==> config.mk <==
export PLATFORM = sky130hd
export DESIGN_NAME = axi4lite_slave_regs
export DESIGN_NICKNAME = d
export VERILOG_FILES = /design/src/rtl/axi4lite_slave_regs.sv
export SDC_FILE = /design/constraint.sdc
export NUM_CORES = 1
export LEC_CHECK = 0
export CORE_AREA = 4 4 221 223
export CTS_CLUSTER_DIAMETER = 30
export CTS_CLUSTER_SIZE = 40
export DETAILED_ROUTE_END_ITERATION = 16
export DIE_AREA = 0 0 225 227
export MAX_ROUTING_LAYER = met4
export PLACE_DENSITY = 0.77
export SLEW_MARGIN = 20
export SYNTH_ARGS = -nofsm -noshare
export SYNTH_HDL_FRONTEND = slang
export SYNTH_SLANG_ARGS = --single-unit
==> constraint.sdc <==
create_clock -name ACLK -period 1.7 [get_ports ACLK]
set_input_delay 0.34 -clock ACLK [delete_from_list [all_inputs] [get_ports ACLK]]
set_output_delay 0.34 -clock ACLK [all_outputs]
set_load 0.03 [all_outputs]
==> src/rtl/axi4lite_slave_regs.sv <==
// AXI4-Lite register file: single-entry AW/W buffers, registered B/R channels, local register taps.
// Optional byte-strobe writes are enabled by defining AXIL_SLV_WSTRB_EN.
module axi4lite_slave_regs #(
  parameter int unsigned data_width    = 32,
  parameter int unsigned address_width = 6,
  parameter int unsigned NUM_REGS      = 12
) (
  input  logic                           ACLK,
  input  logic                           ARESET_N,
  input  logic [address_width-1:0]       AWADDR,
  input  logic                           AWVALID,
  output logic                           AWREADY,
  input  logic [data_width-1:0]          WDATA,
  input  logic [data_width/8-1:0]        WSTRB,
  input  logic                           WVALID,
  output logic                           WREADY,
  output logic [1:0]                     BRESP,
  output logic                           BVALID,
  input  logic                           BREADY,
  input  logic [address_width-1:0]       ARADDR,
  input  logic                           ARVALID,
  output logic                           ARREADY,
  output logic [data_width-1:0]          RDATA,
  output logic [1:0]                     RRESP,
  output logic                           RVALID,
  input  logic                           RREADY,
  output logic [NUM_REGS*data_width-1:0] regs_flat,
  output logic [NUM_REGS-1:0]            reg_wr
);
  localparam int unsigned IW = address_width - 2;
  localparam int unsigned SW = data_width / 8;

  logic [data_width-1:0] regs_q [NUM_REGS];
  logic                  aw_full;
  logic                  w_full;
  logic [IW-1:0]         aw_idx;
  logic [data_width-1:0] w_data;
`ifdef AXIL_SLV_WSTRB_EN
  logic [SW-1:0]         w_strb;
`endif
  logic                  commit_c;
  logic                  aw_mapped_c;
  logic                  ar_mapped_c;
  logic                  ar_hs_c;
  logic [IW-1:0]         ar_idx_c;
  logic [data_width-1:0] rd_word_c;
  logic                  unused_ok;

  assign AWREADY     = ~aw_full;
  assign WREADY      = ~w_full;
  assign ARREADY     = ~RVALID | RREADY;
  assign commit_c    = aw_full & w_full & (~BVALID | BREADY);
  assign aw_mapped_c = 32'(aw_idx) < NUM_REGS;
  assign ar_idx_c    = ARADDR[address_width-1:2];
  assign ar_mapped_c = 32'(ar_idx_c) < NUM_REGS;
  assign ar_hs_c     = ARVALID & ARREADY;

  // Byte-lane bits of the addresses alias to the word.
`ifdef AXIL_SLV_WSTRB_EN
  assign unused_ok = &{1'b0, AWADDR[1:0], ARADDR[1:0]};
`else
  assign unused_ok = &{1'b0, AWADDR[1:0], ARADDR[1:0], WSTRB};
`endif

  // Write address / data holding buffers; capture is blocked only while full.
  always_ff @(posedge ACLK or negedge ARESET_N) begin
    if (!ARESET_N) begin
      aw_full <= 1'b0;
      w_full  <= 1'b0;
      aw_idx  <= '0;
      w_data  <= '0;
`ifdef AXIL_SLV_WSTRB_EN
      w_strb  <= '0;
`endif
    end else begin
      if (AWVALID && !aw_full) begin
        aw_full <= 1'b1;
        aw_idx  <= AWADDR[address_width-1:2];
      end else if (commit_c) begin
        aw_full <= 1'b0;
      end
      if (WVALID && !w_full) begin
        w_full <= 1'b1;
        w_data <= WDATA;
`ifdef AXIL_SLV_WSTRB_EN
        w_strb <= WSTRB;
`endif
      end else if (commit_c) begin
        w_full <= 1'b0;
      end
    end
  end

  // Register commit and per-register write pulse.
  always_ff @(posedge ACLK or negedge ARESET_N) begin
    if (!ARESET_N) begin
      for (int unsigned i = 0; i < NUM_REGS; i++) regs_q[i] <= '0;
      reg_wr <= '0;
    end else begin
      reg_wr <= '0;
      for (int unsigned i = 0; i < NUM_REGS; i++) begin
        if (commit_c && (aw_idx == IW'(i))) begin
          reg_wr[i] <= 1'b1;
`ifdef AXIL_SLV_WSTRB_EN
          for (int unsigned k = 0; k < SW; k++)
            if (w_strb[k]) regs_q[i][8*k +: 8] <= w_data[8*k +: 8];
`else
          regs_q[i] <= w_data;
`endif
        end
      end
    end
  end

  // Write response: a commit on the BREADY edge re-arms BVALID.
  always_ff @(posedge ACLK or negedge ARESET_N) begin
    if (!ARESET_N) begin
      BVALID <= 1'b0;
      BRESP  <= 2'b00;
    end else if (commit_c) begin
      BVALID <= 1'b1;
      BRESP  <= aw_mapped_c ? 2'b00 : 2'b10;
    end else if (BREADY) begin
      BVALID <= 1'b0;
    end
  end

  // Read mux; unmapped indices match nothing and return zero.
  always_comb begin
    rd_word_c = '0;
    for (int unsigned i = 0; i < NUM_REGS; i++)
      if (ar_idx_c == IW'(i)) rd_word_c = regs_q[i];
  end

  always_ff @(posedge ACLK or negedge ARESET_N) begin
    if (!ARESET_N) begin
      RVALID <= 1'b0;
      RDATA  <= '0;
      RRESP  <= 2'b00;
    end else if (ar_hs_c) begin
      RVALID <= 1'b1;
      RDATA  <= rd_word_c;
      RRESP  <= ar_mapped_c ? 2'b00 : 2'b10;
    end else if (RREADY) begin
      RVALID <= 1'b0;
    end
  end

  for (genvar g = 0; g < NUM_REGS; g++) begin : g_flat
    assign regs_flat[g*data_width +: data_width] = regs_q[g];
  end

endmodule

# Word-level counts from Yosys, hierarchy flattened

Cells that the tools add are included.

Equal/unequal tests: 22
Bitwise logic cells: 9
Order comparisons: 2
Muxes and demuxes: 33
Reductions and logical operators: 22

Operators by type and width:

| kind               | count |
|---|---|
| $mux 32            | 12 |
| $eq 4x3->1 const B | 8 |
| $eq 4x4->1 const B | 8 |
| $mux 1             | 19 |
| $eq 4x2->1 const B | 4 |
| $logic_and 1x1->1  | 14 |
| $eq 4x1->1 const B | 2 |
| $logic_not 4->1    | 2 |
| $lt 4x4->1 const B | 2 |
| $reduce_bool 2->1  | 4 |
| $mux 2             | 2 |
| $not 1->1          | 4 |
| $and 1x1->1        | 3 |
| $logic_not 1->1    | 2 |
| $or 1x1->1         | 2 |

Flip-flop bits (word level): 472
Logic and storage cells: 110

# Logic depth before layout (Yosys ltp)

Gate-level depths: netlist of the first run.

Word-level depth: 13
Depth in mapped cells: 9
Depth with buffers taken out: 5

# Least setup slack after synthesis of the first run

No wires, ideal clock.

Path kind: register to register
Start point: reg RVALID
End point: reg RDATA[0]
Stages on the path, launching flop included: 8
Clock period less this slack: 1.961 ns
Arrival time: 1.837 ns
Slack: -0.261 ns
Cell sequence: dfrtp_1 nand2b_1 and2_1 buf_2 clkbuf_1 o221ai_1 a211oi_1 nor2_1

Word-level cells in the longest chain between the ends: 3

Ends and longest elaborated chain:

| element                | RTL line | text |
|---|---|---|
| from (decl)            | 25       | `output logic RVALID,` |
| from (signal assigned) | 137      | `RVALID <= 1'b0;` |
| from (signal assigned) | 141      | `RVALID <= 1'b1;` |
| from (signal assigned) | 145      | `RVALID <= 1'b0;` |
| $not 1->1              | 51       | `assign ARREADY = ~RVALID \| RREADY;` |
| $or 1x1->1             | 51       |  |
| net ARREADY            | 22       | `output logic ARREADY,` |
| $and 1x1->1            | 56       | `assign ar_hs_c = ARVALID & ARREADY;` |
| to (signal assigned)   | 142      | `RDATA <= rd_word_c;` |
| to (decl)              | 23       | `output logic [data_width-1:0] RDATA,` |

The timed path passes the listed nets, and every way through them passes these cells.
A chain may end at the register's enable or synchronous reset.

# Final worst setup path of the first run

Start point: reg BVALID
End point: reg regs_q, in the netlist regs_flat[108]

Word-level cells in the longest chain between the ends: 4

Ends and longest elaborated chain:

| element                         | RTL line | text |
|---|---|---|
| from (decl)                     | 18       | `output logic BVALID,` |
| from (signal assigned)          | 118      | `BVALID <= 1'b0;` |
| from (signal assigned)          | 121      | `BVALID <= 1'b1;` |
| from (signal assigned)          | 124      | `BVALID <= 1'b0;` |
| $not 1->1                       | 52       | `assign commit_c = aw_full & w_full & (~BVALID \| BREADY);` |
| $or 1x1->1                      | 52       |  |
| $and 1x1->1                     | 52       |  |
| $logic_and 1x1->1               | 102      | `if (commit_c && (aw_idx == IW'(i))) begin` |
| to (signal, indexed assignment) | 108      | `regs_q[i] <= w_data;` |
| to (decl)                       | 33       | `logic [data_width-1:0] regs_q [NUM_REGS];` |

Every way passes these cells.

==> impl_metrics.tcl, run 1 <==
set metrics [dict create \
    clock_skew_ps 23.04 \
    layout-area-overhead-vs-synth_pct 49.94 \
    critical-path-slowest-cell "sky130_fd_sc_hd__dfrtp_2" \
    violations_in_the_final_reports "setup timing" \
    placement.setup.worst_slack_ps -624.0 \
    timing.critical_path.max_delay_family "simple AND/OR/NAND/NOR gates" \
    pwr-share-seq_pct 30.7 \
    floorplan.io_pins 492 \
    power_report.internal_total_mw 42.86 \
    final-setup-viol-count 388 \
    total_routing_usage_reported_by_global_routing_pct 32.95 \
    synth_cells 1585 \
    final.period_utilization_pct 108.1 \
    cts_buffer_depth 3 \
    irDropWorstVdd_mv 1.602 \
    synth_seq_area_share_pct 55.18 \
    timing_hold_violations_final 0 \
    gr-usage-met1_pct 39.28 \
    gr-total-overflow 0 \
    synth_enable_flop_cells 0 \
    global_route.usage.met3_pct 10.32 \
    p_clk_share_pct 30.5 \
    worst_slew_margin_rel_pct 59.39 \
    final_core_util_pct 68.65 \
    globalRouteMet2Util_pct 51.90 \
    hold_slack_ps 164.3 \
    cts_made_buffers 107 \
    first_pass_grt_wire_length_um 121800 \
    initial_utilization_pct 45.78 \
    cp-end-kind "flip-flop" \
    pwr-share-comb_pct 38.8 \
    grt_start_max_net_pins 64 \
    clk_latency_ps 650 \
    min_period_ps 1837 \
    drt-wirelength-per-cell_um 30.17 \
    max_h_tree_level 3 \
    drc 0 \
    ys_async_sr_fraction_pct 100.0 \
    cp.arrival_ps 2360 \
    final_layout_size_suffix_gt1_share_pct 56.79 \
    synth.avg_cell_area_um2 13.45 \
    placementRows 79 \
    port_buffers 481 \
    cts_tree "done" \
    ant_nets 0 \
    switching_power_mw 29.21 \
    number_of_drc_violations_after_detailed_routing_iteration_0 1404 \
    timing.critical_path.cells "nand2b_4 -> and3_4 -> nand3_4 -> nor3_4 -> buf_12 -> clkbuf_16 -> mux2_4" \
    setup_total_negative_slack_ps -30500 \
    worst_path_largest_cell_delay_ps 410 \
    total_power_mw 72.08 \
    grt_setup_unrepaired "yes" \
    ys.warnings.count 0 \
    core_um2 46560 \
    ys_types 67 \
    busiest_grt_layer "met2" \
    critical_path_class "reg -> reg" \
    avgViaCountPerCell 5.965 \
    synth_flop_cell "sky130_fd_sc_hd__dfrtp_1" \
    dieHeight_um 227 \
    wirelength_um 88750 \
    clkSinkCount 470 \
    switching_share_pct 40.53 \
    timing.max_cap.violations 0 \
    via_count 17550 \
    worstSetupStartpointType "flip-flop" \
    fin_nets 2300 \
    power_leakage_nw 15.16 \
    yosys_register_bits 470 \
    setup_ws_ps -137.1 \
    netlist_area_um2 21320 \
    critical_path_buf_inv_count 2 \
    run_status "finished, violations left" \
    worst_pin_slew_ps 609.2 \
    hold_path_class "in -> async" \
    clock-root-buffer "sky130_fd_sc_hd__clkbuf_16" \
    routabilityCongestion 0.9164 \
    drv_slew 0 \
    design.die.area_um2 51080 \
    power_per_cell_area_nw_per_um2 2255 \
    required_ps 2220 \
    number_of_antenna_violations_at_the_first_check_in_global_routing 3 \
    critPathMaxFanout 7 \
    drt_first_pass_iters 5 \
    max_clock_freq_mhz 544.3 \
    post_dp_hpwl_um 57310 \
    worst_setup_hold_path_clk_slew_ps 50 \
    die_width_um 225 \
    grt_pass1_vias 18470 \
]
==> final timing paths <==
path                            from        endpoint  slack, ps  cells past startpoint
min in group ACLK          ARADDR[4]        RRESP[1]        270                      4
setup reg to reg              BVALID  regs_flat[108]       -140                      7
hold reg to reg            RDATA[19]       RDATA[19]        490                      2
setup / recovery              BVALID  regs_flat[108]       -140                      7
hold / removal              ARESET_N      w_data[31]        160                      2
max in group asynchronous   ARESET_N  regs_flat[364]        790                      4
==> cells in the mapped netlist (all sizes together) (7+ instances only) <==
cell type / count / share of area, %
a211oi: 10 / 0.35
a21oi: 36 / 0.85
a22oi: 7 / 0.25
a31oi: 20 / 0.59
buf: 87 / 3.2
clkbuf: 52 / 0.92
dfrtp: 470 / 55
inv: 16 / 0.28
mux2: 438 / 23
mux2i: 64 / 3.0
mux4: 19 / 2.0
nand2: 47 / 0.90
nand2b: 21 / 0.62
nor2: 35 / 0.65
nor2b: 14 / 0.41
nor3: 9 / 0.29
o21ai: 127 / 3.0
o221ai: 25 / 1.0
o22ai: 24 / 0.70
==> registers in the layout (all words and copies together) (netlist names) <==
signal     count
RDATA         32
BRESP          1
w_data        32
reg_wr        12
regs_flat    384
BVALID         1
RRESP          1
aw_full        1
aw_idx         4
RVALID         1
w_full         1
==> placed cells by master, fill, tap and decap left out, types with 5 or more instances in the layout <==
cell,n
sky130_fd_sc_hd__clkbuf_1,9
sky130_fd_sc_hd__a211oi_1,9
sky130_fd_sc_hd__nor2_1,33
sky130_fd_sc_hd__o221ai_1,25
sky130_fd_sc_hd__buf_4,155
sky130_fd_sc_hd__dfrtp_1,468
sky130_fd_sc_hd__buf_12,51
sky130_fd_sc_hd__inv_6,5
sky130_fd_sc_hd__o21ai_0,115
sky130_fd_sc_hd__mux2_4,104
sky130_fd_sc_hd__clkdlybuf4s15_2,165
sky130_fd_sc_hd__mux2i_1,64
sky130_fd_sc_hd__mux2_2,332
sky130_fd_sc_hd__clkinv_2,14
sky130_fd_sc_hd__nor3_1,7
sky130_fd_sc_hd__o22ai_1,24
sky130_fd_sc_hd__clkinv_4,11
sky130_fd_sc_hd__clkbuf_16,123
sky130_fd_sc_hd__clkinvlp_4,12
sky130_fd_sc_hd__o21ai_1,12
sky130_fd_sc_hd__bufinv_16,20
sky130_fd_sc_hd__nor2b_1,9
sky130_fd_sc_hd__buf_2,237
sky130_fd_sc_hd__buf_6,14
sky130_fd_sc_hd__inv_1,13
sky130_fd_sc_hd__o21a_1,5
sky130_fd_sc_hd__a31oi_1,20
sky130_fd_sc_hd__a21oi_1,36
sky130_fd_sc_hd__nand2_1,37
sky130_fd_sc_hd__mux4_2,19
sky130_fd_sc_hd__clkbuf_8,16
sky130_fd_sc_hd__a22oi_1,7
sky130_fd_sc_hd__nand2b_1,18
sky130_fd_sc_hd__clkdlybuf4s50_1,42
==> kinds of logic (layout without fill, tap and decap cells) <==
| family | count (synthesis) | in the layout | synth area share (%) |
|---|---|---|---|
| other cells | 1 | 4 | 0.01759 |
| flops | 470 | 470 | 55.18 |
| compound gates | 283 | 283 | 8.165 |
| simple gates | 154 | 154 | 3.998 |
| mux | 521 | 521 | 28.28 |
| buf+inv | 156 | 903 | 4.367 |
==> power groups by stage <==
stage / clock network, mW / registers, mW / logic (mW)
4_1_cts: 22.1 / 21.9 / 27.2
2_1_floorplan: 0 / 28.3 / 8.78
6_report: 22.0 / 22.1 / 27.9
3_3_place_gp: 0 / 21.7 / 29.3
5_1_grt: 22.7 / 22.7 / 29.0
3_5_place_dp: 0 / 22.0 / 29.6
==> metrics by stage <==
| step | std cells | instance area, um^2 |
|---|---|---|
| 2_1_floorplan | 1586 | 21590 |
| 3_3_place_gp | 2715 | 28200 |
| 3_5_place_dp | 2715 | 28200 |
| 4_1_cts | 2915 | 31230 |
| 5_1_grt | 2942 | 31960 |
| 6_report | 2942 | 31960 |
==> layout make-up <==
cell class,instances,area [um^2]
clock buffers,132,2943
flip-flops and latches,470,11760
inverters,17,68.82
diodes,2,5.005
repair buffers,689,6330
fillers,3209,14600
clock inverters,65,949.7
well taps,607,759.5
multi-input cells,960,9140
==> metal layers <==
metal	wire [um]	share of wire (%)
met5	0	0
met3	8731	9.8
met2	41740	47
met4	4204	4.7
met1	34070	38
==> repair_timing <==
item | 4_1_cts | 5_1_grt
endpoints found under the setup margin | 791 | 490
hold buffers | 1 | 0
pin swaps | 3 | 3
hold endpoints to repair | 229 | 0
resized for setup | 1735 | 54
buffers inserted | 2 | 7
cloned | 0 | 18
==> worst register-to-register path, cell delays in order (launching register included) <==
cell and delay (ps):
sky130_fd_sc_hd__dfrtp_2 410, sky130_fd_sc_hd__nand2b_4 80, sky130_fd_sc_hd__and3_4 210, sky130_fd_sc_hd__nand3_4 130, sky130_fd_sc_hd__nor3_4 190, sky130_fd_sc_hd__buf_12 180, sky130_fd_sc_hd__clkbuf_16 210, sky130_fd_sc_hd__mux2_4 320
Note: power is estimated with default switching activity, not from simulation.
==> run 2, diff against run 1 <==
Settings changed: MAX_ROUTING_LAYER met4 to default.
==> run 2 against run 1 <==
- the run still ends with setup timing left
- clock power fell by 2%
- register-to-register slack got worse by 130 ps
- total power rose by 0.67%
- global-route usage rose by 1.3 points
- non-clock buffer count rose by 13
- critical path depth did not move
- hold slack improved by 12 ps
- first-iteration DRC count rose by 13%
- combinational power rose by 3%
- clock skew fell by 6.2 ps
- count of clock-buffer cells in the layout fell by 7
- die area did not move
- critical path type unchanged
- critical endpoint is now regs_flat[224]
- largest power group unchanged
- highest routed layer unchanged
==> impl_metrics.tcl, run 2 (same netlist as run 1, synthesis figures left out) <==
set metrics [dict create \
    min_period_ps 1968 \
    final.period_utilization_pct 115.8 \
    first_pass_grt_wire_length_um 129400 \
    post_layout_nonfiller_instances 2954 \
    hold_path_class "in -> async" \
    largest_register_ffs 384 \
    irDropWorstVdd_mv 1.625 \
    design.die.area_um2 51080 \
    grt_pass1_vias 18790 \
    drc 0 \
    timing.max_cap.violations 0 \
    dieHeight_um 227 \
    total_routing_usage_reported_by_global_routing_pct 34.27 \
    power_per_cell_area_nw_per_um2 2237 \
    core_um2 46560 \
    critPathMaxFanout 23 \
    cts_made_buffers 105 \
    worstSetupStartpointType "flip-flop" \
    cp.arrival_ps 2480 \
    grt_start_max_net_pins 95 \
    worst_path_largest_cell_delay_ps 420 \
    max_clock_freq_mhz 508.1 \
    cts_buffer_depth 3 \
    fin_nets 2311 \
    final_core_util_pct 69.68 \
    drt-wirelength-per-cell_um 30.92 \
    final_common_cell "sky130_fd_sc_hd__dfrtp_1" \
    number_of_drc_violations_after_detailed_routing_iteration_0 1582 \
    placementRows 79 \
    critical_path_class "reg -> reg" \
    final_layout_size_suffix_gt1_share_pct 57.10 \
    timing.critical_path.cells "nand2b_4 -> and3_4 -> nand3_4 -> buf_6 -> nor2b_4 -> buf_12 -> mux2_2" \
    critical-path-slowest-cell "sky130_fd_sc_hd__dfrtp_2" \
    initial_utilization_pct 45.78 \
    run_status "finished, violations left" \
    port_buffers 481 \
    post-place-cells 2711 \
    avgViaCountPerCell 6.045 \
    cp-end-kind "flip-flop" \
    required_ps 2210 \
    drt_first_pass_iters 7 \
    fillCellCount 3139 \
    clk_latency_ps 630 \
    timing_hold_violations_final 0 \
    placement_stage_cell_area_um2 28120 \
    layout-area-overhead-vs-synth_pct 52.20 \
    via_count 17860 \
    reg2reg_from "BVALID" \
    final-setup-viol-count 388 \
    clock-root-buffer "sky130_fd_sc_hd__clkbuf_16" \
    clock_skew_ps 16.89 \
    violations_in_the_final_reports "setup timing" \
    clkSinkCount 470 \
    routabilityCongestion 0.8847 \
    worst_slew_margin_rel_pct 59.68 \
    worst_pin_slew_ps 604.8 \
    die_width_um 225 \
    layout.cell_area.non_filler_um2 32440 \
    ant_nets 0 \
    placement.setup.worst_slack_ps -647.3 \
    power_leakage_nw 15.22 \
    number_of_antenna_violations_at_the_first_check_in_global_routing 2 \
    gr-total-overflow 0 \
    floorplan.io_pins 492 \
    hold_slack_ps 176.1 \
    max_h_tree_level 3 \
    setup_ws_ps -268.1 \
    grt_setup_unrepaired "yes" \
    setup_total_negative_slack_ps -59750 \
    post_dp_hpwl_um 57460 \
    total_power_mw 72.56 \
    drv_slew 0 \
    layout_common_cells "sky130_fd_sc_hd__dfrtp_1 (465), sky130_fd_sc_hd__mux2_2 (332), sky130_fd_sc_hd__clkdlybuf4s15_2 (211), sky130_fd_sc_hd__buf_2 (189), sky130_fd_sc_hd__buf_4 (157)" \
    cts_tree "done" \
    worst_setup_hold_path_clk_slew_ps 50 \
    wirelength_um 91340 \
    worst_setup_path_startpoint "BVALID" \
]
## run 2: cell count changes in the layout (fill, tap and decap cells not counted), sizes merged, moves of 4 or more
cell           previous run  this run
clkdlybuf4s15           168       217
clkinv                   29        33
clkbuf                  148       133
clkinvlp                 12        16
buf                     461       432
## run 2: layout make-up
type	count	area (um^2)	area share (%)
Timing Repair Buffer	702	6873	21.19
Antenna cell	2	5.005	0.01543
Sequential cell	470	11770	36.27
Inverter	17	66.31	0.2044
Clock inverter	71	927.1	2.858
Multi-Input combinational cell	960	9166	28.26
Clock buffer	125	2877	8.867
Tap cell	607	759.5	2.341
## run 2: what timing repair did
| item | 4_1_cts | 5_1_grt |
|---|---|---|
| pin swaps | 5 | 3 |
| buffers inserted | 15 | 11 |
| hold endpoints to repair | 300 | 0 |
| hold buffers | 1 | 0 |
| gates resized for setup | 1672 | 49 |
| cloned | 17 | 7 |
| setup endpoints to repair | 795 | 512 |
## run 2: final timing paths
| check | endpoint | slack, ps | cells past startpoint |
|---|---|---|---|
| max in group asynchronous | regs_flat[366] | 690 | 3 |
| worst min-delay path | regs_flat[255] | 180 | 2 |
| worst min register to register | RRESP[1] | 490 | 2 |
| min in group ACLK | RRESP[1] | 290 | 4 |
| worst max register to register | regs_flat[224] | -270 | 7 |
| worst max-delay path | regs_flat[224] | -270 | 7 |
## run 2: worst max-delay path: cells and delay by family, from the launching register on
kind | cells | cell delay [ps]
mux | 1 | 360
buf+inv | 2 | 460
flops | 1 | 420
simple gates | 4 | 600
## run 2: power breakdown
part	switching, mW	internal [mW]	leakage [nW]
sequential	6.15	16.1	5.98
combinational	16.7	12.0	7.41
clock	6.67	14.9	1.84
total	29.5	43.1	15.2
## run 2: layer usage
layer / routed length, um / track usage (%)
met2: 42960 / 54.96
met5: 0 / 0
met4: 4816 / 15.95
met1: 34390 / 42.83
met3: 9174 / 10.73
